==> config.mk <==
export PLATFORM = sky130hd
export DESIGN_NAME = fetch_stage_flat
export DESIGN_NICKNAME = d
export VERILOG_FILES = /design/src/rtl/fetch_if.sv /design/src/rtl/fetch_stage.sv /design/src/flat_wrapper.sv
export SDC_FILE = /design/constraint.sdc
export NUM_CORES = 1
export LEC_CHECK = 0
export ABC_AREA = 1
export BUFFER_PORTS_ARGS = -buffer_cell sky130_fd_sc_hd__buf_2
export CAP_MARGIN = 20
export CORE_MARGIN = 4
export CORE_UTILIZATION = 58
export CTS_BUF_LIST = sky130_fd_sc_hd__clkbuf_4
export DETAILED_ROUTE_END_ITERATION = 10
export PLACE_DENSITY = 0.82
export SETUP_SLACK_MARGIN = 0.2
export SYNTH_ARGS = -nofsm -noshare
export SYNTH_HDL_FRONTEND = slang
export SYNTH_SLANG_ARGS = --single-unit
==> constraint.sdc <==
create_clock -name clk -period 2.4 [get_ports clk]
set_clock_uncertainty 0.2 [all_clocks]
set_input_delay 0.48 -clock clk [delete_from_list [all_inputs] [get_ports clk]]
set_output_delay 0.48 -clock clk [all_outputs]
set_load 0.01 [all_outputs]
==> src/rtl/fetch_if.sv <==
// Fetch-stage bus bundle: instruction-memory request/response, redirect input
// and the {pc, instr, pred} output toward decode.
interface fetch_if;
  // Handshakes: imem_read/imem_address are held steady until the cycle imem_resp
  // is high, which completes the single outstanding read. Toward decode, an entry
  // moves when out_valid && id_ready on a rising clock edge, unless redirect is high.
  logic        redirect;
  logic [31:0] redirect_pc;
  logic        imem_read;
  logic [31:0] imem_address;
  logic        imem_resp;
  logic [31:0] imem_rdata;
  logic        out_valid;
  logic [31:0] out_pc;
  logic [31:0] out_instr;
  logic        out_pred_taken;
  logic        id_ready;

  modport master (
    input  redirect, redirect_pc, imem_resp, imem_rdata, id_ready,
    output imem_read, imem_address, out_valid, out_pc, out_instr, out_pred_taken
  );

  modport slave (
    output redirect, redirect_pc, imem_resp, imem_rdata, id_ready,
    input  imem_read, imem_address, out_valid, out_pc, out_instr, out_pred_taken
  );
endinterface

==> src/rtl/fetch_stage.sv <==
// Instruction fetch stage: one outstanding imem read, small FIFO toward decode,
// redirect flush/squash. Optional jal prediction under FETCH_JAL_PREDICT_EN.
module fetch_stage #(
  parameter logic [31:0] RESET_PC = 32'h0000_0060,
  parameter int          DEPTH    = 2
) (
  input  logic    clk,
  input  logic    rst,
  fetch_if.master bus
);
  localparam int            AW      = $clog2(DEPTH);
  localparam logic [AW:0]   CNT_ONE = (AW+1)'(1);
  localparam logic [AW:0]   CNT_MAX = (AW+1)'(DEPTH);
  localparam logic [AW-1:0] PTR_ONE = AW'(1);

  logic [31:0]   pc_q, pc_d;
  logic [31:0]   addr_q, addr_d;
  logic          req_q, req_d;
  logic          drop_q, drop_d;
  logic [AW-1:0] wr_ptr_q, wr_ptr_d;
  logic [AW-1:0] rd_ptr_q, rd_ptr_d;
  logic [AW:0]   count_q, count_d;
  logic [31:0]   fifo_pc_q    [DEPTH];
  logic [31:0]   fifo_pc_d    [DEPTH];
  logic [31:0]   fifo_instr_q [DEPTH];
  logic [31:0]   fifo_instr_d [DEPTH];
  logic          fifo_pred_q  [DEPTH];
  logic          fifo_pred_d  [DEPTH];

  logic        resp_fire, push, pop, pred;
  logic [31:0] next_pc;

`ifdef FETCH_JAL_PREDICT_EN
  logic        is_jal;
  logic [31:0] j_imm;

  always_comb begin
    is_jal  = (bus.imem_rdata[6:0] == 7'b1101111);
    j_imm   = {{11{bus.imem_rdata[31]}}, bus.imem_rdata[31], bus.imem_rdata[19:12],
               bus.imem_rdata[20], bus.imem_rdata[30:21], 1'b0};
    pred    = is_jal;
    next_pc = is_jal ? (addr_q + j_imm) : (pc_q + 32'd4);
  end
`else
  always_comb begin
    pred    = 1'b0;
    next_pc = pc_q + 32'd4;
  end
`endif

  always_comb begin
    resp_fire    = bus.imem_resp && req_q;
    push         = resp_fire && !drop_q && !bus.redirect;
    pop          = (count_q != '0) && bus.id_ready && !bus.redirect;

    pc_d         = pc_q;
    addr_d       = addr_q;
    req_d        = 1'b0;
    drop_d       = drop_q;
    wr_ptr_d     = wr_ptr_q;
    rd_ptr_d     = rd_ptr_q;
    count_d      = count_q;
    fifo_pc_d    = fifo_pc_q;
    fifo_instr_d = fifo_instr_q;
    fifo_pred_d  = fifo_pred_q;

    if (bus.redirect) begin
      wr_ptr_d = '0;
      rd_ptr_d = '0;
      count_d  = '0;
      pc_d     = bus.redirect_pc & 32'hFFFF_FFFC;
    end else begin
      if (push) begin
        fifo_pc_d[wr_ptr_q]    = addr_q;
        fifo_instr_d[wr_ptr_q] = bus.imem_rdata;
        fifo_pred_d[wr_ptr_q]  = pred;
        wr_ptr_d               = wr_ptr_q + PTR_ONE;
        pc_d                   = next_pc;
      end
      if (pop) rd_ptr_d = rd_ptr_q + PTR_ONE;
      case ({push, pop})
        2'b10:   count_d = count_q + CNT_ONE;
        2'b01:   count_d = count_q - CNT_ONE;
        default: count_d = count_q;
      endcase
    end

    // A completing response always consumes the pending squash, even when a
    // fresh redirect lands in the same cycle: that response is the squashed one.
    if (resp_fire)                  drop_d = 1'b0;
    else if (bus.redirect && req_q) drop_d = 1'b1;

    // count_d already includes this cycle's push, so an issued read always has a slot.
    if (req_q && !bus.imem_resp) begin
      req_d = 1'b1;
    end else if (!bus.redirect && (count_d < CNT_MAX)) begin
      req_d  = 1'b1;
      addr_d = pc_d;
    end
  end

  always_ff @(posedge clk or negedge rst) begin
    if (!rst) begin
      pc_q         <= RESET_PC;
      addr_q       <= '0;
      req_q        <= 1'b0;
      drop_q       <= 1'b0;
      wr_ptr_q     <= '0;
      rd_ptr_q     <= '0;
      count_q      <= '0;
      fifo_pc_q    <= '{default: '0};
      fifo_instr_q <= '{default: '0};
      fifo_pred_q  <= '{default: 1'b0};
    end else begin
      pc_q         <= pc_d;
      addr_q       <= addr_d;
      req_q        <= req_d;
      drop_q       <= drop_d;
      wr_ptr_q     <= wr_ptr_d;
      rd_ptr_q     <= rd_ptr_d;
      count_q      <= count_d;
      fifo_pc_q    <= fifo_pc_d;
      fifo_instr_q <= fifo_instr_d;
      fifo_pred_q  <= fifo_pred_d;
    end
  end

  assign bus.imem_read      = req_q;
  assign bus.imem_address   = addr_q;
  assign bus.out_valid      = (count_q != '0);
  assign bus.out_pc         = bus.out_valid ? fifo_pc_q[rd_ptr_q]    : 32'd0;
  assign bus.out_instr      = bus.out_valid ? fifo_instr_q[rd_ptr_q] : 32'd0;
  assign bus.out_pred_taken = bus.out_valid ? fifo_pred_q[rd_ptr_q]  : 1'b0;
endmodule

==> src/flat_wrapper.sv <==
// flat-port wrapper written by rule: the top's interface ports become plain ports
module fetch_stage_flat 
#(
  parameter logic [31:0] RESET_PC = 32'h0000_0060,
  parameter int          DEPTH    = 2
)
  (clk, rst, bus_redirect, bus_redirect_pc, bus_imem_resp, bus_imem_rdata, bus_id_ready, bus_imem_read, bus_imem_address, bus_out_valid, bus_out_pc, bus_out_instr, bus_out_pred_taken);
  fetch_if bus_i ();
  input  logic clk;
  input  logic rst;
  input wire logic [$bits(bus_i.redirect)-1:0] bus_redirect;
  input wire logic [$bits(bus_i.redirect_pc)-1:0] bus_redirect_pc;
  input wire logic [$bits(bus_i.imem_resp)-1:0] bus_imem_resp;
  input wire logic [$bits(bus_i.imem_rdata)-1:0] bus_imem_rdata;
  input wire logic [$bits(bus_i.id_ready)-1:0] bus_id_ready;
  output wire logic [$bits(bus_i.imem_read)-1:0] bus_imem_read;
  output wire logic [$bits(bus_i.imem_address)-1:0] bus_imem_address;
  output wire logic [$bits(bus_i.out_valid)-1:0] bus_out_valid;
  output wire logic [$bits(bus_i.out_pc)-1:0] bus_out_pc;
  output wire logic [$bits(bus_i.out_instr)-1:0] bus_out_instr;
  output wire logic [$bits(bus_i.out_pred_taken)-1:0] bus_out_pred_taken;
  assign bus_i.redirect = bus_redirect;
  assign bus_i.redirect_pc = bus_redirect_pc;
  assign bus_i.imem_resp = bus_imem_resp;
  assign bus_i.imem_rdata = bus_imem_rdata;
  assign bus_i.id_ready = bus_id_ready;
  assign bus_imem_read = bus_i.imem_read;
  assign bus_imem_address = bus_i.imem_address;
  assign bus_out_valid = bus_i.out_valid;
  assign bus_out_pc = bus_i.out_pc;
  assign bus_out_instr = bus_i.out_instr;
  assign bus_out_pred_taken = bus_i.out_pred_taken;
  fetch_stage #(.RESET_PC(RESET_PC), .DEPTH(DEPTH)) u_core (.clk(clk), .rst(rst), .bus(bus_i));
endmodule
Word level (Yosys, flattened, before mapping)
Index checks and enable logic that the tools add are counted.

Reductions and logical operators: 18. Bitwise operators: 6. Add/subtract/negate cells: 5. Equal/unequal tests: 2. Order comparisons: 4. Muxes and demuxes: 30.

Operator list (number): 2-to-1 mux 32 bit (11); bitwise mux 64 bit (2); adder 32 x 3 -> 32 bit (second input constant) (1); demux 32 bit (select 1 bit) (1); 2-to-1 mux 1 bit (13); logical AND 1 bit (9); nonzero test 2 bit (4); >= comparator 2 bit (second input constant) (2); inverter 1 -> 2 bit (2); one-hot mux 2 bit (2 select lines) (1); AND reduction 2 bit (2); logical NOT 1 bit (3); adder 1 bit (second input constant) (2); adder 2 x 1 -> 2 bit (second input constant) (1); AND 2 bit (1); == test 2 x 1 -> 1 bit (second input constant) (1); == test 2 bit (second input constant) (1); less-than comparator 2 x 1 -> 1 bit (second input constant) (1); less-than comparator 2 bit (second input constant) (1); 2-to-1 mux 2 bit (1); inverter 1 bit (2); inverter 2 bit (1); subtractor 2 x 1 -> 2 bit (second input constant) (1); demux 1 bit (select 1 bit) (1).

Logic and storage cells: 78. Output and inout port bits: 99. Register bits: 200. Bits of input ports: 69.

Logic depth before layout (Yosys ltp)
Gate-level depths: netlist of the first run.

Word-level depth: 10. Gate-level depth with buffers: 15. Mapped depth without buffers: 14.

Worst setup path after synthesis of the first run
Ideal clock, no wire load.

Path kind: input port to flip-flop. Start point: input port bus_redirect. End point: register u_core.addr_q[21] (netlist: u_core.bus.imem_address[21]). Setup slack: 0.150 ns. Arrival time: 1.985 ns. Library setup time: 0.066 ns. Stages: 13. Cells stage by stage: clkbuf_1 -> nor2_1 -> inv_1 -> ha_1 -> inv_1 -> nand3_1 -> xnor2_1 -> inv_1 -> nand3_1 -> inv_2 -> buf_2 -> nand3_1 -> nand2_1.

Cells in the longest elaborated chain, start to end: 8.

Ends and longest elaborated chain: from (decl) (RTL line flat_wrapper.sv:11) `input wire logic [$bits(bus_i.redirect)-1:0] bus_redirect;`; logical NOT 1 bit (RTL line fetch_stage.sv:53, fetch_stage.sv:54, fetch_stage.sv:96); logical AND 1 bit, on equally long branches (RTL line fetch_stage.sv:54, fetch_stage.sv:53); == test 2 x 1 -> 1 bit / == test 2 bit (equally long branches) (RTL line fetch_stage.sv:81) `case ({push, pop})`; one-hot mux 2 bit (2 select lines) (RTL line fetch_stage.sv:81); 2-to-1 mux 2 bit (RTL line fetch_stage.sv:67) `if (bus.redirect) begin`; less-than comparator 2 bit (RTL line fetch_stage.sv:96) `end else if (!bus.redirect && (count_d < CNT_MAX)) begin`; logical AND 1 bit (RTL line fetch_stage.sv:96); AND reduction 2 bit (no source line); to (signal assigned) (RTL line fetch_stage.sv:116) `addr_q <= addr_d;`; to (decl) (RTL line fetch_stage.sv:17) `logic [31:0] addr_q, addr_d;`.

Several ways; a longest one is shown, not always the timed one. A chain may end at the register's enable or synchronous reset.

Worst setup path in the final report of the first run
Start point: register u_core.rd_ptr_q. End point: output port bus_out_pc[0].

Cells in the longest elaborated chain, start to end: 5.

Ends and longest elaborated chain: from (decl) (RTL line fetch_stage.sv:21) `logic [AW-1:0] rd_ptr_q, rd_ptr_d;`; from (signal assigned) (RTL line fetch_stage.sv:120) `rd_ptr_q <= rd_ptr_d;`; inverter 1 -> 2 bit (not written as such) (RTL line fetch_stage.sv:131) `assign bus.out_pc = bus.out_valid ? fifo_pc_q[rd_ptr_q] : 32'd0;`; 2-to-1 mux 32 bit (not written as such) (3 in a row) (RTL line fetch_stage.sv:131); 2-to-1 mux 32 bit (RTL line fetch_stage.sv:131); to (decl) (RTL line flat_wrapper.sv:19) `output wire logic [$bits(bus_i.out_pc)-1:0] bus_out_pc;`.

Every way passes these cells. The select of a mux whose other input is x is not followed.

==> results by group, run 1 <==
Status
  • Status: finished with violations
  • Violated checks: negative setup slack

Clock tree
  • TritonCTS clock tree: built
  • Clock root buffer master: sky130_fd_sc_hd__clkbuf_4
  • Insertion delay of the later-clocked pin in the worst-skew pair: 0.62 ns
  • Clock sink count: 200
  • Number of buffers added by the clock tree synthesis step: 17
  • Count of H-tree levels built during CTS: 4
  • Clock transition at the registers of the reported paths: between 0.15 and 0.2 ns
  • Max Root-Sink Buffers: 2

Layout
  • Number of fill cells: 886
  • Share of final-layout standard cells stronger than drive strength 1: 32.4%
  • Inserted Diodes: 0
  • Area delta synth->final: 39.7%
  • Nets: 1,515

Timing
  • Worst Hold Slack: 0.0173 ns
  • Setup-failing EPs final: 98
  • Relative max-transition margin: 60.8%
  • Final number of hold-violating endpoints: 0
  • Share of the clock period used by the worst path: 110%
  • Maximum achievable frequency: between 300 and 400 MHz
  • Setup slack after layout: -0.239 ns
  • Pin slew with the least headroom to its limit: 0.581 ns
  • Crit path time final: about 2.6 ns
  • Unrepaired setup endpoints after global routing: yes
  • Count of pins over their slew limit: 0

Power
  • Static leakage: approximately 6.4 nW
  • Overall power after layout: about 9.5 mW
  • Cell Pwr Density: 713 nW/um2
  • Power Internal: 6.11 mW
  • Clock group share of total power: roughly a fifth
  • Combinational group share of total power: 28.4%
  • Sequential cell fraction of total power: between 50% and 60%
  • Net switching power: about 3.3 mW
  • Worst supply voltage drop on vdd: around 0.40 mV
  • Proportion of total power due to net switching: 35.3%

Route
  • Post-detailed-route via-to-cell ratio: 5.66
  • Average detailed-routed wire length per instance: 19.1 um
  • Antenna violation net count after detailed routing: 0
  • Number of design rule violations left after detail routing: 0
  • Via count: 9,458
  • Iteration-0 DRC Markers: 909
  • Post-detailed-routing wire length: 31.9 mm
  • First-pass detailed-route iteration total: 7

Yosys
  • Most numerous cell types in the synthesized netlist: sky130_fd_sc_hd__nand2_1, sky130_fd_sc_hd__dfrtp_1, sky130_fd_sc_hd__inv_1
  • Number of instances in the synthesized netlist: 1,184
  • Unique masters post-synth: 39
  • Number of synthesized flops with an enable pin: 0
  • Avg Cell Area, Syn: 8.01 um2
  • Synth warnings: 0
  • Count leader, synth: sky130_fd_sc_hd__nand2_1
  • Post-synth design cell area: 9480 um2
  • Count of state elements after synthesis: 200
  • Fraction of the yosys area taken by sequential cells: 52.8%
  • Post-Syn Nets: 1,256
  • Commonest register cell after synthesis: sky130_fd_sc_hd__dfrtp_1
  • Most area-consuming cells after synthesis: sky130_fd_sc_hd__dfrtp_1, sky130_fd_sc_hd__nand2_1, sky130_fd_sc_hd__inv_1, sky130_fd_sc_hd__o21ai_0, sky130_fd_sc_hd__o21ai_1
  • Area share of the largest cell type after synthesis: ~52%
  • Async set-or-reset flop fraction in the synthesized netlist: 100%
  • Post-synthesis cell type with the largest combined area: sky130_fd_sc_hd__dfrtp_1

Worst setup path
  • Worst path arrival time: 1.96 ns
  • Buf+Inv Stages, Crit Path: 4
  • Stage delay of the slowest cell on the critical path: roughly 0.51 ns
  • Type of destination of the critical path: output port
  • Cell-by-cell trace of the critical path: clkinv_4 -> buf_6 -> clkbuf_16 -> nand2_1 -> a21oi_2 -> buf_2
  • Family of cells with the greatest summed delay on the critical path: buffers and inverters
  • Max FO, Critical Path: 8
  • Startpoint kind of the worst setup timing path: flop
  • Critical-path cell with the highest stage delay: sky130_fd_sc_hd__dfrtp_2
  • Required time of the worst setup path: 1.72 ns
  • Type of the setup path with the least slack: flop to output port

Die
  • Vert. Die Dim: 136 um
  • Starting utilization of the core area: between 50% and 60%
  • Area of the die: around 18,000 um2
  • Die width: 136 um
  • Number of top-level design ports: 168
  • Number of core rows: 46
  • Area of the core: 15,900 um2

Global routing
  • Total global routing track utilization: 29.3%
  • Maximum number of pins on one net before global-route repair: 83
  • Initial antenna violation count: 0
  • First-pass GRT wire length: roughly 42 mm
  • GRT overflow: 0
  • Number of global-route vias before repair: 8,379

Placed design
  • Worst-case setup slack after placement: -0.0312 ns
  • Routability congestion estimate: 0.932
  • # port buffers: between 150 and 200
  • HPWL Detailed: 15.9 mm

Worst hold path
  • Kind of path behind the tightest hold check: primary input to flop

Flow run
  • Max-capacitance violation count: 0
==> worst paths after layout <==
path | start | end | cells past startpoint | slack (ns)
worst max-delay path | u_core.rd_ptr_q$_DFFE_PN0P_ | bus_out_pc[0] | 6 | -0.24
worst min-delay path | bus_imem_resp | u_core.drop_q$_DFFE_PN0P_ | 4 | 0.02
worst max register to register | u_core.count_q[1]$_DFF_PN0_ | u_core.bus.imem_address[0]$_DFFE_PN0P_ | 17 | -0.15
worst min register to register | u_core.fifo_pc_q[52]$_DFFE_PN0P_ | u_core.fifo_pc_q[52]$_DFFE_PN0P_ | 2 | 0.30
max in group asynchronous | rst | u_core.fifo_instr_q[32]$_DFFE_PN0P_ | 3 | 1.08
min in group asynchronous | rst | u_core.fifo_instr_q[25]$_DFFE_PN0P_ | 2 | 0.21
==> sequential cells by signal, indices dropped and copies added, names as in the netlist <==
signal,count
u_core.count_q,2
u_core.pc_q,32
u_core.bus.imem_address,32
u_core.drop_q,1
u_core.fifo_pc_q,64
u_core.fifo_pred_q,2
u_core.bus.imem_read,1
u_core.wr_ptr_q,1
u_core.rd_ptr_q,1
u_core.fifo_instr_q,64
==> tightest hold or removal path, cell delays in order <==
cell	delay, ns
sky130_fd_sc_hd__buf_2	0.12
sky130_fd_sc_hd__nand2_2	0.10
sky130_fd_sc_hd__nand2_1	0.08
sky130_fd_sc_hd__inv_1	0.03
==> cells by family (layout without fill, tap and decap cells) <==
family                   count (synthesis)  count (layout)  share of synthesized area [%]
AND/OR/NAND/NOR                        557             557                           25.0
AO/OA/AOI/OAI                          244             244                           13.4
buffers and inverters                  174             445                           7.86
adder cells (fa/ha/maj)                  3               3                          0.396
XOR/XNOR                                 6               6                          0.554
flip-flops                             200             200                           52.8
==> metrics by stage <==
step                setup TNS [ns]  utilization, %  area [um2]  cells
floorplan                        0               -        9500   1184
global placement                 0            66.6       10600   1531
detailed placement         -0.0677            66.6       10600   1531
CTS                          -5.94            76.8       12200   1654
global route                -17.12            83.1       13300   1671
finish                      -10.60            83.1       13300   1671
==> timing repair <==
action	CTS	global route
setup endpoints to repair	97	101
setup buffers	23	5
hold buffers	62	0
endpoints found under the hold margin	162	0
pin swaps	23	41
gates resized for setup	103	173
cloned	7	12
==> cell usage in the layout, fill, tap and decap left out, types with 21 or more instances in the layout <==
master / instances
sky130_fd_sc_hd__nand2_4: 23
sky130_fd_sc_hd__dlygate4sd3_1: 62
sky130_fd_sc_hd__a21oi_2: 51
sky130_fd_sc_hd__buf_2: 154
sky130_fd_sc_hd__nand2_2: 42
sky130_fd_sc_hd__buf_6: 24
sky130_fd_sc_hd__o21ai_0: 62
sky130_fd_sc_hd__inv_1: 101
sky130_fd_sc_hd__buf_4: 23
sky130_fd_sc_hd__nor2_1: 32
sky130_fd_sc_hd__nand2_1: 365
sky130_fd_sc_hd__o21ai_1: 84
sky130_fd_sc_hd__clkbuf_4: 21
sky130_fd_sc_hd__nand3_1: 31
sky130_fd_sc_hd__dfrtp_1: 196
==> final cells by class <==
type | count | area [um2] | share of cell area, %
tap | 216 | 270 | 2.04
multi-input combinational | 810 | 4490 | 33.9
clock buffer | 21 | 158 | 1.19
inverter | 111 | 438 | 3.30
clock inverter | 10 | 148 | 1.11
timing repair buffer | 303 | 2730 | 20.6
sequential | 200 | 5010 | 37.8
==> power by group through the flow <==
stage / combinational (mW) / clock (mW) / sequential (mW)
2_1_floorplan: 1.21 / 0 / 4.65
3_3_place_gp: 1.77 / 0 / 4.70
3_5_place_dp: 1.84 / 0 / 4.73
4_1_cts: 2.15 / 1.92 / 4.67
5_1_grt: 2.94 / 2.09 / 4.88
6_report: 2.69 / 1.95 / 4.81
==> layer usage <==
layer / wire length [um] / track usage, % / vias up / share of wire (%)
met3: 2600 / 5.18 / 111 / 8.1
met2: 16200 / 49.4 / 538 / 51
met4: 1230 / 8.17 / 0 / 3.9
met5: 0 / 0 / - / 0
met1: 11900 / 39.5 / 4523 / 37
li1: - / - / 4286 / -
Power figures use the tool's default switching activity.
==> inputs of run 2 (changes only) <==
--- a/config.mk
+++ b/config.mk
@@ -5,14 +5,13 @@
 export SDC_FILE = /design/constraint.sdc
 export NUM_CORES = 1
 export LEC_CHECK = 0
-export ABC_AREA = 1
 export BUFFER_PORTS_ARGS = -buffer_cell sky130_fd_sc_hd__buf_2
 export CAP_MARGIN = 20
 export CORE_MARGIN = 4
 export CORE_UTILIZATION = 58
 export CTS_BUF_LIST = sky130_fd_sc_hd__clkbuf_4
 export DETAILED_ROUTE_END_ITERATION = 10
-export PLACE_DENSITY = 0.82
+export PLACE_DENSITY = 0.83
 export SETUP_SLACK_MARGIN = 0.2
 export SYNTH_ARGS = -nofsm -noshare
 export SYNTH_HDL_FRONTEND = slang
==> run 2 against run 1 <==
Compared with the run above: the flow still finishes with violations (negative setup slack); register-to-register slack lost 0.05 ns; cell area shrank 7.4%; synthesized cell count shrank 41%; critical endpoint is now u_core.bus.imem_address[28]$_DFFE_PN0P_.
==> results by group, run 2 <==
Status
  • Status: finished with violations
  • Violated checks: negative setup slack

Global routing
  • Maximum number of pins on one net before global-route repair: 66 (-20%)
  • Initial antenna violation count: 0 (unchanged)
  • Number of global-route vias before repair: 6,959 (-17%)
  • GRT overflow: 0 (unchanged)
  • Total global routing track utilization: 26.2% (-3.1 points)
  • First-pass GRT wire length: 36.5 mm (-14%)

Layout
  • Share of final-layout standard cells stronger than drive strength 1: 48.7% (+16 points)
  • Commonest non-fill, non-tap cell in the layout: sky130_fd_sc_hd__dfrtp_1
  • Highest-count cells in the layout ignoring fill and taps: sky130_fd_sc_hd__dfrtp_1, sky130_fd_sc_hd__buf_2, sky130_fd_sc_hd__mux2_2
  • Nets: 1,050 (-31%)
  • Number of fill cells: 850 (-4.1%)
  • Area delta synth->final: 34.4%
  • Inserted Diodes: 0 (unchanged)
  • Number of cells in the finished layout apart from fillers: 1,201 (-28%)
  • Top flop regs: u_core.fifo_instr_q (64), u_core.fifo_pc_q (64)

Die
  • Area of the die: 17,800 um2 (-3.5%)
  • Area of the core: 15,300 um2 (-3.9%)
  • Number of top-level design ports: 168 (unchanged)
  • Vert. Die Dim: 133 um (-1.8%)
  • Die width: 133 um (-1.8%)
  • Starting utilization of the core area: 59.6% (+0.15 points)
  • Number of core rows: 45 (-2.2%)

Route
  • Average detailed-routed wire length per instance: 20.7 um (+8.4%)
  • Via count: 6,776 (-28%)
  • Post-detailed-routing wire length: 24.9 mm (-22%)
  • Antenna violation net count after detailed routing: 0 (unchanged)
  • Post-detailed-route via-to-cell ratio: 5.64 (-0.32%)
  • First-pass detailed-route iteration total: 5 (-2)
  • Number of design rule violations left after detail routing: 0 (unchanged)
  • Iteration-0 DRC Markers: 414 (-54%)

Yosys
  • Commonest register cell after synthesis: sky130_fd_sc_hd__dfrtp_1
  • Most area-consuming cells after synthesis: sky130_fd_sc_hd__dfrtp_1, sky130_fd_sc_hd__mux2_2, sky130_fd_sc_hd__mux2i_1, sky130_fd_sc_hd__nor2_1, sky130_fd_sc_hd__xnor2_1
  • Post-synth design cell area: 9130 um2 (-3.7%)
  • Most numerous cell types in the synthesized netlist: sky130_fd_sc_hd__dfrtp_1, sky130_fd_sc_hd__mux2_2, sky130_fd_sc_hd__nor2_1
  • Post-Syn Nets: 770 (-39%)
  • Unique masters post-synth: 44 (+13%)
  • Fraction of the yosys area taken by sequential cells: 54.8% (+2.0 points)
  • Area share of the largest cell type after synthesis: 54.3% (+2.0 points)
  • Avg Cell Area, Syn: 13.1 um2 (+63%)
  • Async set-or-reset flop fraction in the synthesized netlist: 100% (unchanged)
  • Post-synthesis cell type with the largest combined area: sky130_fd_sc_hd__dfrtp_1
  • Number of synthesized flops with an enable pin: 0 (unchanged)
  • Number of instances in the synthesized netlist: 698 (-41%)
  • Count of state elements after synthesis: 200 (unchanged)
  • Count leader, synth: sky130_fd_sc_hd__dfrtp_1
  • Synth warnings: 0 (unchanged)

Clock tree
  • Max Root-Sink Buffers: 2 (unchanged)
  • Clock root buffer master: sky130_fd_sc_hd__clkbuf_4
  • TritonCTS clock tree: built
  • Clock sink count: 200 (unchanged)
  • Insertion delay of the later-clocked pin in the worst-skew pair: 0.59 ns (-0.03 ns)
  • Number of buffers added by the clock tree synthesis step: 17 (unchanged)
  • Count of H-tree levels built during CTS: 4 (unchanged)
  • Clock transition at the registers of the reported paths: 0.16 ns (about the same)

Worst setup path
  • Number of stages on the worst setup path: 12 (+6)
  • Worst path arrival time: 2.88 ns (+0.92 ns)
  • Required time of the worst setup path: 2.68 ns (+0.96 ns)
  • Startpoint kind of the worst setup timing path: flop
  • Critical-path cell with the highest stage delay: sky130_fd_sc_hd__dfrtp_1
  • Slack of the worst reg-to-reg path: -0.20 ns (-0.05 ns)
  • Buf+Inv Stages, Crit Path: 4 (unchanged)
  • Cell-by-cell trace of the critical path: nor2_4 -> inv_2 -> nand2_2 -> or2_4 -> inv_4 -> ha_4 -> xnor2_2 -> o21a_1 -> nor4b_4 -> buf_4 -> buf_8 -> mux2_4
  • RR Startpoint: u_core.count_q[0]$_DFFE_PN0P_
  • Type of destination of the critical path: flop
  • Type of the setup path with the least slack: flop to flop
  • Stage delay of the slowest cell on the critical path: 0.43 ns (-0.08 ns)
  • Max FO, Critical Path: 6 (-2)
  • Count of cells along the worst register-to-register path: 12 (-5)
  • Worst flop-to-flop path endpoint: u_core.bus.imem_address[28]$_DFFE_PN0P_
  • Family of cells with the greatest summed delay on the critical path: simple AND/OR/NAND/NOR gates

Timing
  • Final number of hold-violating endpoints: 0 (unchanged)
  • Count of pins over their slew limit: 0 (unchanged)
  • Setup-failing EPs final: 97 (-1.0%)
  • Maximum achievable frequency: 384 MHz (+1.4%)
  • Share of the clock period used by the worst path: 109% (-1.5 points)
  • Relative max-transition margin: 61.7% (+0.87 points)
  • Crit path time final: 2.60 ns (-0.0353 ns)
  • Setup slack after layout: -0.204 ns (+0.0353 ns)
  • Pin slew with the least headroom to its limit: 0.574 ns (-0.00694 ns)
  • Unrepaired setup endpoints after global routing: yes

Worst hold path
  • Min-Delay Endpoint: u_core.wr_ptr_q$_DFFE_PN0P_
  • Hold Crit Start: bus_redirect
  • Kind of path behind the tightest hold check: primary input to flop
  • Hold-critical path depth: 3 (-1)

Power
  • Cell Pwr Density: 755 nW/um2 (+5.9%)
  • Worst supply voltage drop on vdd: 0.618 mV (+54%)
  • Static leakage: 5.69 nW (-12%)

Placed design
  • # port buffers: 165 (unchanged)
  • HPWL Detailed: 14.1 mm (-11%)
  • Worst-case setup slack after placement: -0.405 ns (-0.374 ns)
  • Routability congestion estimate: 0.846 (-9.2%)
  • Placed cell count: 1,070 (-30%)

Flow run
  • Max-capacitance violation count: 0 (unchanged)
-- run 2: changes by cell type after synthesis, sizes merged, moves of 67 or more --
cell / change
nand2: -410
mux2: +179
o21ai: -148
inv: -106
a21oi: -67
mux2i: +67
-- run 2: power by group --
part           internal, mW  leakage (nW)  switching, mW
clock                  1.16         0.200           1.11
sequential             4.29          2.47          0.640
combinational          1.26          3.03          0.804
-- run 2: repair_timing --
item                                    4_1_cts  5_1_grt
endpoints found under the hold margin       153        0
gates cloned                                  5        8
hold buffers                                 65        0
buffers inserted                             10       12
pin swaps                                     5        8
endpoints found under the setup margin      107      112
gates resized for setup                      44       21
-- run 2: logic make-up after synthesis --
logic type,share of synthesized area [%]
fa+ha+maj,0.411
xor+xnor,3.07
mux,29.4
simple gates,8.63
buf+inv,2.55
flops,54.8
compound gates,1.10
-- run 2: how the worst max path moves through the flow --
stage / startpoint / end / slack, ns
2_1_floorplan: bus_redirect / u_core.bus.imem_address[10]$_DFFE_PN0P_ / -0.35
3_3_place_gp: bus_imem_resp / u_core.bus.imem_address[15]$_DFFE_PN0P_ / -0.37
3_5_place_dp: bus_imem_resp / u_core.bus.imem_address[17]$_DFFE_PN0P_ / -0.41
4_1_cts: u_core.rd_ptr_q$_DFFE_PN0P_ / bus_out_pc[24] / -0.15
5_1_grt: u_core.count_q[0]$_DFFE_PN0P_ / u_core.bus.imem_address[26]$_DFFE_PN0P_ / -0.29
6_report: u_core.count_q[0]$_DFFE_PN0P_ / u_core.bus.imem_address[28]$_DFFE_PN0P_ / -0.20
-- run 2: area by class of cell --
cell class / count / area, um2 / area share, %
well taps: 211 / 264 / 2.15
multi-input cells: 453 / 4140 / 33.7
clock buffers: 19 / 143 / 1.16
repair buffers: 301 / 2450 / 19.9
clock inverters: 12 / 248 / 2.02
flip-flops and latches: 200 / 5010 / 40.9
inverters: 5 / 21.3 / 0.173
-- run 2: worst min-delay path, delay by kind of cell --
kind	cells	cell delay, ns
buffers and inverters	2	0.35
and+or+nand+nor	1	0.11
-- run 2: per-layer routing --
metal / vias up / routed length, um / global-route usage [%]
met4: 0 / 574 / 9.31
li1: 3012 / - / -
met1: 3497 / 10300 / 33.7
met2: 223 / 12800 / 44.3
met5: - / 0 / 0
met3: 44 / 1130 / 5.70
-- run 2: metrics by stage --
step	TNS, ns	power, mW	area (um2)	hold WS (ns)	utilization, %
2_1_floorplan	-10.42	6.08	9250	-0.0156	-
3_3_place_gp	-10.16	6.54	10500	0.270	68.6
3_5_place_dp	-10.92	6.76	10500	0.278	68.6
4_1_cts	-10.66	9.16	11900	0.126	77.8
5_1_grt	-19.67	9.70	12300	0.177	80.1
6_report	-11.27	9.27	12300	0.189	80.1
==> inputs of run 3 (changes only) <==
--- a/config.mk
+++ b/config.mk
@@ -9,7 +9,7 @@
 export CAP_MARGIN = 20
 export CORE_MARGIN = 4
 export CORE_UTILIZATION = 58
-export CTS_BUF_LIST = sky130_fd_sc_hd__clkbuf_4
+export CTS_BUF_LIST = sky130_fd_sc_hd__clkbuf_2 sky130_fd_sc_hd__clkbuf_4 sky130_fd_sc_hd__clkbuf_8
 export DETAILED_ROUTE_END_ITERATION = 10
 export PLACE_DENSITY = 0.83
 export SETUP_SLACK_MARGIN = 0.2
==> run 3 against run 2 <==
Compared with the run above: the run still ends with negative setup slack left; final cell count down 5.3%; first-iteration DRC count shrank 29%; clock power increased by 15%; hold slack lost 0.16 ns; total power rose by 2.1%; register-to-register slack about the same; sequential cell count stayed put; combinational power shrank 6%; critical path depth did not move; count of clock-buffer cells in the layout unchanged; non-clock buffer count shrank 65; critical endpoint is now u_core.bus.imem_address[26]$_DFFE_PN0P_; largest power group unchanged.
==> results by group, run 3 (same netlist as run 2, synthesis figures left out) <==
Status
  • Status: finished with violations
  • Violated checks: negative setup slack

Route
  • Iteration-0 DRC Markers: 293 (-29%)
  • Via count: 6,342 (-6.4%)
  • Antenna violation net count after detailed routing: 0 (unchanged)
  • Average detailed-routed wire length per instance: 20.0 um (-3.4%)
  • Post-detailed-routing wire length: 22.7 mm (-8.5%)
  • First-pass detailed-route iteration total: 4 (-1)
  • Number of design rule violations left after detail routing: 0 (unchanged)
  • Post-detailed-route via-to-cell ratio: 5.58 (-1.1%)

Layout
  • Final Instance Area: 11,700 um2 (-4.3%)
  • Number of fill cells: 943 (+11%)
  • Area occupied by multi-input gates: 4110 um2 (-0.70%)
  • Highest-count cells in the layout ignoring fill and taps: sky130_fd_sc_hd__dfrtp_1, sky130_fd_sc_hd__buf_2, sky130_fd_sc_hd__mux2_2
  • Share of final-layout standard cells stronger than drive strength 1: 51.6% (+2.9 points)
  • Top flop regs: u_core.fifo_instr_q (64), u_core.fifo_pc_q (64)
  • Nets: 985 (-6.2%)
  • Commonest non-fill, non-tap cell in the layout: sky130_fd_sc_hd__dfrtp_1
  • Register cell area after layout: 5010 um2 (about the same)
  • Area delta synth->final: 28.6%

Timing
  • Final number of hold-violating endpoints: 0 (unchanged)
  • Relative max-transition margin: 62.5% (+0.82 points)
  • Worst Hold Slack: 0.0284 ns (-0.160 ns)
  • Crit path time final: 2.61 ns (+0.00182 ns)
  • Count of pins over their slew limit: 0 (unchanged)
  • Maximum achievable frequency: 384 MHz (about the same)
  • Setup-failing EPs final: 49 (-49%)
  • Setup slack after layout: -0.206 ns (-0.00182 ns)
  • Share of the clock period used by the worst path: 109% (about the same)
  • Unrepaired setup endpoints after global routing: yes
  • Pin slew with the least headroom to its limit: 0.562 ns (-0.0123 ns)
  • Final sum of negative setup slack: -6.02 ns (+5.25 ns)

Placed design
  • Area post-placement: 10,500 um2 (unchanged)
  • HPWL Detailed: 14.1 mm (unchanged)
  • Routability congestion estimate: 0.846 (unchanged)
  • # port buffers: 165 (unchanged)
  • Worst-case setup slack after placement: -0.405 ns (unchanged)

Power
  • Overall power after layout: 9.47 mW (+2.1%)
  • Static leakage: 5.46 nW (-4.1%)
  • Cell Pwr Density: 806 nW/um2 (+6.7%)
  • Worst supply voltage drop on vdd: 0.652 mV (+5.5%)

Die
  • Area of the die: 17,800 um2 (unchanged)
  • Starting utilization of the core area: 59.6% (unchanged)
  • Vert. Die Dim: 133 um (unchanged)
  • Number of top-level design ports: 168 (unchanged)
  • Number of core rows: 45 (unchanged)
  • Die width: 133 um (unchanged)
  • Area of the core: 15,300 um2 (unchanged)

Global routing
  • Initial antenna violation count: 1 (+1)
  • Maximum number of pins on one net before global-route repair: 66 (unchanged)
  • Total global routing track utilization: 25.6% (-0.64 points)
  • GRT overflow: 0 (unchanged)
  • Number of global-route vias before repair: 6,690 (-3.9%)
  • First-pass GRT wire length: 35.6 mm (-2.6%)

Flow run
  • Max-capacitance violation count: 0 (unchanged)

Worst setup path
  • Slack of the worst reg-to-reg path: -0.21 ns (about the same)
  • Required time of the worst setup path: 2.56 ns (-0.12 ns)
  • Worst flop-to-flop path endpoint: u_core.bus.imem_address[26]$_DFFE_PN0P_
  • Count of cells along the worst register-to-register path: 12 (unchanged)
  • Worst path arrival time: 2.76 ns (-0.12 ns)
  • Startpoint kind of the worst setup timing path: flop
  • Capturing element of the worst setup path: u_core.bus.imem_address[26]$_DFFE_PN0P_
  • Cell-by-cell trace of the critical path: nor2_4 -> inv_2 -> nand2_2 -> or2_4 -> inv_4 -> ha_4 -> xnor2_2 -> o21a_1 -> nor4b_4 -> buf_4 -> buf_8 -> mux2_4
  • Launch point of the worst path: u_core.count_q[0]$_DFFE_PN0P_
  • RR Startpoint: u_core.count_q[0]$_DFFE_PN0P_
  • Max FO, Critical Path: 6 (unchanged)
  • Type of destination of the critical path: flop
  • Critical-path cell with the highest stage delay: sky130_fd_sc_hd__dfrtp_1
  • Type of the setup path with the least slack: flop to flop
  • Stage delay of the slowest cell on the critical path: 0.42 ns (about the same)

Clock tree
  • Clock root buffer master: sky130_fd_sc_hd__clkbuf_8
  • Count of H-tree levels built during CTS: 4 (unchanged)
  • Insertion delay of the later-clocked pin in the worst-skew pair: 0.48 ns (-0.11 ns)
  • TritonCTS clock tree: built
  • Clock transition at the registers of the reported paths: 0.10 ns (-0.06 ns)
  • Max Root-Sink Buffers: 2 (unchanged)
  • Clock sink count: 200 (unchanged)
  • Number of buffers added by the clock tree synthesis step: 17 (unchanged)

Worst hold path
  • Kind of path behind the tightest hold check: primary input to flop
==> run 3: changes by cell type in the layout (fill, tap and decap cells not counted), moves of 6 or more <==
cell	delta
sky130_fd_sc_hd__buf_16	+7
sky130_fd_sc_hd__clkbuf_16	-6
sky130_fd_sc_hd__clkbuf_4	-17
sky130_fd_sc_hd__clkbuf_8	+17
sky130_fd_sc_hd__dlygate4sd3_1	-64
==> run 3: critical path, delay by kind of cell, from the launching register on <==
family	cells	cell delay, ns
AO/OA/AOI/OAI	1	0.21
adder cells (fa/ha/maj)	1	0.16
buffers and inverters	4	0.43
multiplexers	1	0.31
AND/OR/NAND/NOR	4	0.64
flip-flops	1	0.42
XOR/XNOR	1	0.13
==> run 3: cell type report <==
class | count | area share (%)
Sequential cell | 200 | 42.7
Antenna cell | 1 | 0.0213
Timing Repair Buffer | 236 | 15.7
Tap cell | 211 | 2.25
Multi-Input combinational cell | 453 | 35.0
Clock inverter | 12 | 2.11
Clock buffer | 19 | 2.12
Inverter | 5 | 0.181
==> run 3: how the worst min path moves through the flow <==
| stage | cells past startpoint | to | slack, ns | startpoint |
|---|---|---|---|---|
| floorplan | 0 | u_core.bus.imem_address[0]$_DFFE_PN0P_ | -0.02 | rst |
| global placement | 1 | u_core.fifo_pred_q[0]$_DFFE_PN0P_ | 0.27 | u_core.fifo_pred_q[0]$_DFFE_PN0P_ |
| detailed placement | 1 | u_core.fifo_pred_q[0]$_DFFE_PN0P_ | 0.28 | u_core.fifo_pred_q[0]$_DFFE_PN0P_ |
| finish | 2 | u_core.pc_q[17]$_DFF_PN0_ | 0.03 | bus_redirect_pc[17] |
| CTS | 2 | u_core.pc_q[17]$_DFF_PN0_ | 0.01 | bus_redirect_pc[17] |
| global route | 2 | u_core.pc_q[17]$_DFF_PN0_ | 0.01 | bus_redirect_pc[17] |
==> run 3: metrics by stage <==
step	cells	utilization, %
4_1_cts	1128	75.9
3_3_place_gp	1070	68.6
3_5_place_dp	1070	68.6
2_1_floorplan	698	-
5_1_grt	1137	76.7
6_report	1137	76.7
==> run 3: per-layer routing <==
metal  track usage [%]  vias to the layer above  share of wire, %
met5                 0                        -                 0
met4              7.43                        0               1.4
met3              5.10                       29               4.6
met2              42.7                      195                51
met1              34.4                     3229                43
li1                  -                     2889                 -
==> run 3: where the power goes <==
part,leakage (nW),total (mW),internal (mW),switching [mW]
Sequential,2.47,4.91,4.30,0.610
Combinational,2.75,1.94,1.17,0.762
Clock,0.244,2.62,1.47,1.15
Total,5.46,9.47,6.94,2.53
==> run 3: timing repair <==
action                                 in CTS  in global routing
hold buffers                                1                  0
pin swaps                                   7                  5
cloned                                     12                  1
setup buffers                              14                  7
endpoints found under the hold margin      57                  0
gates resized for setup                    54                 17
setup endpoints to repair                 107                107
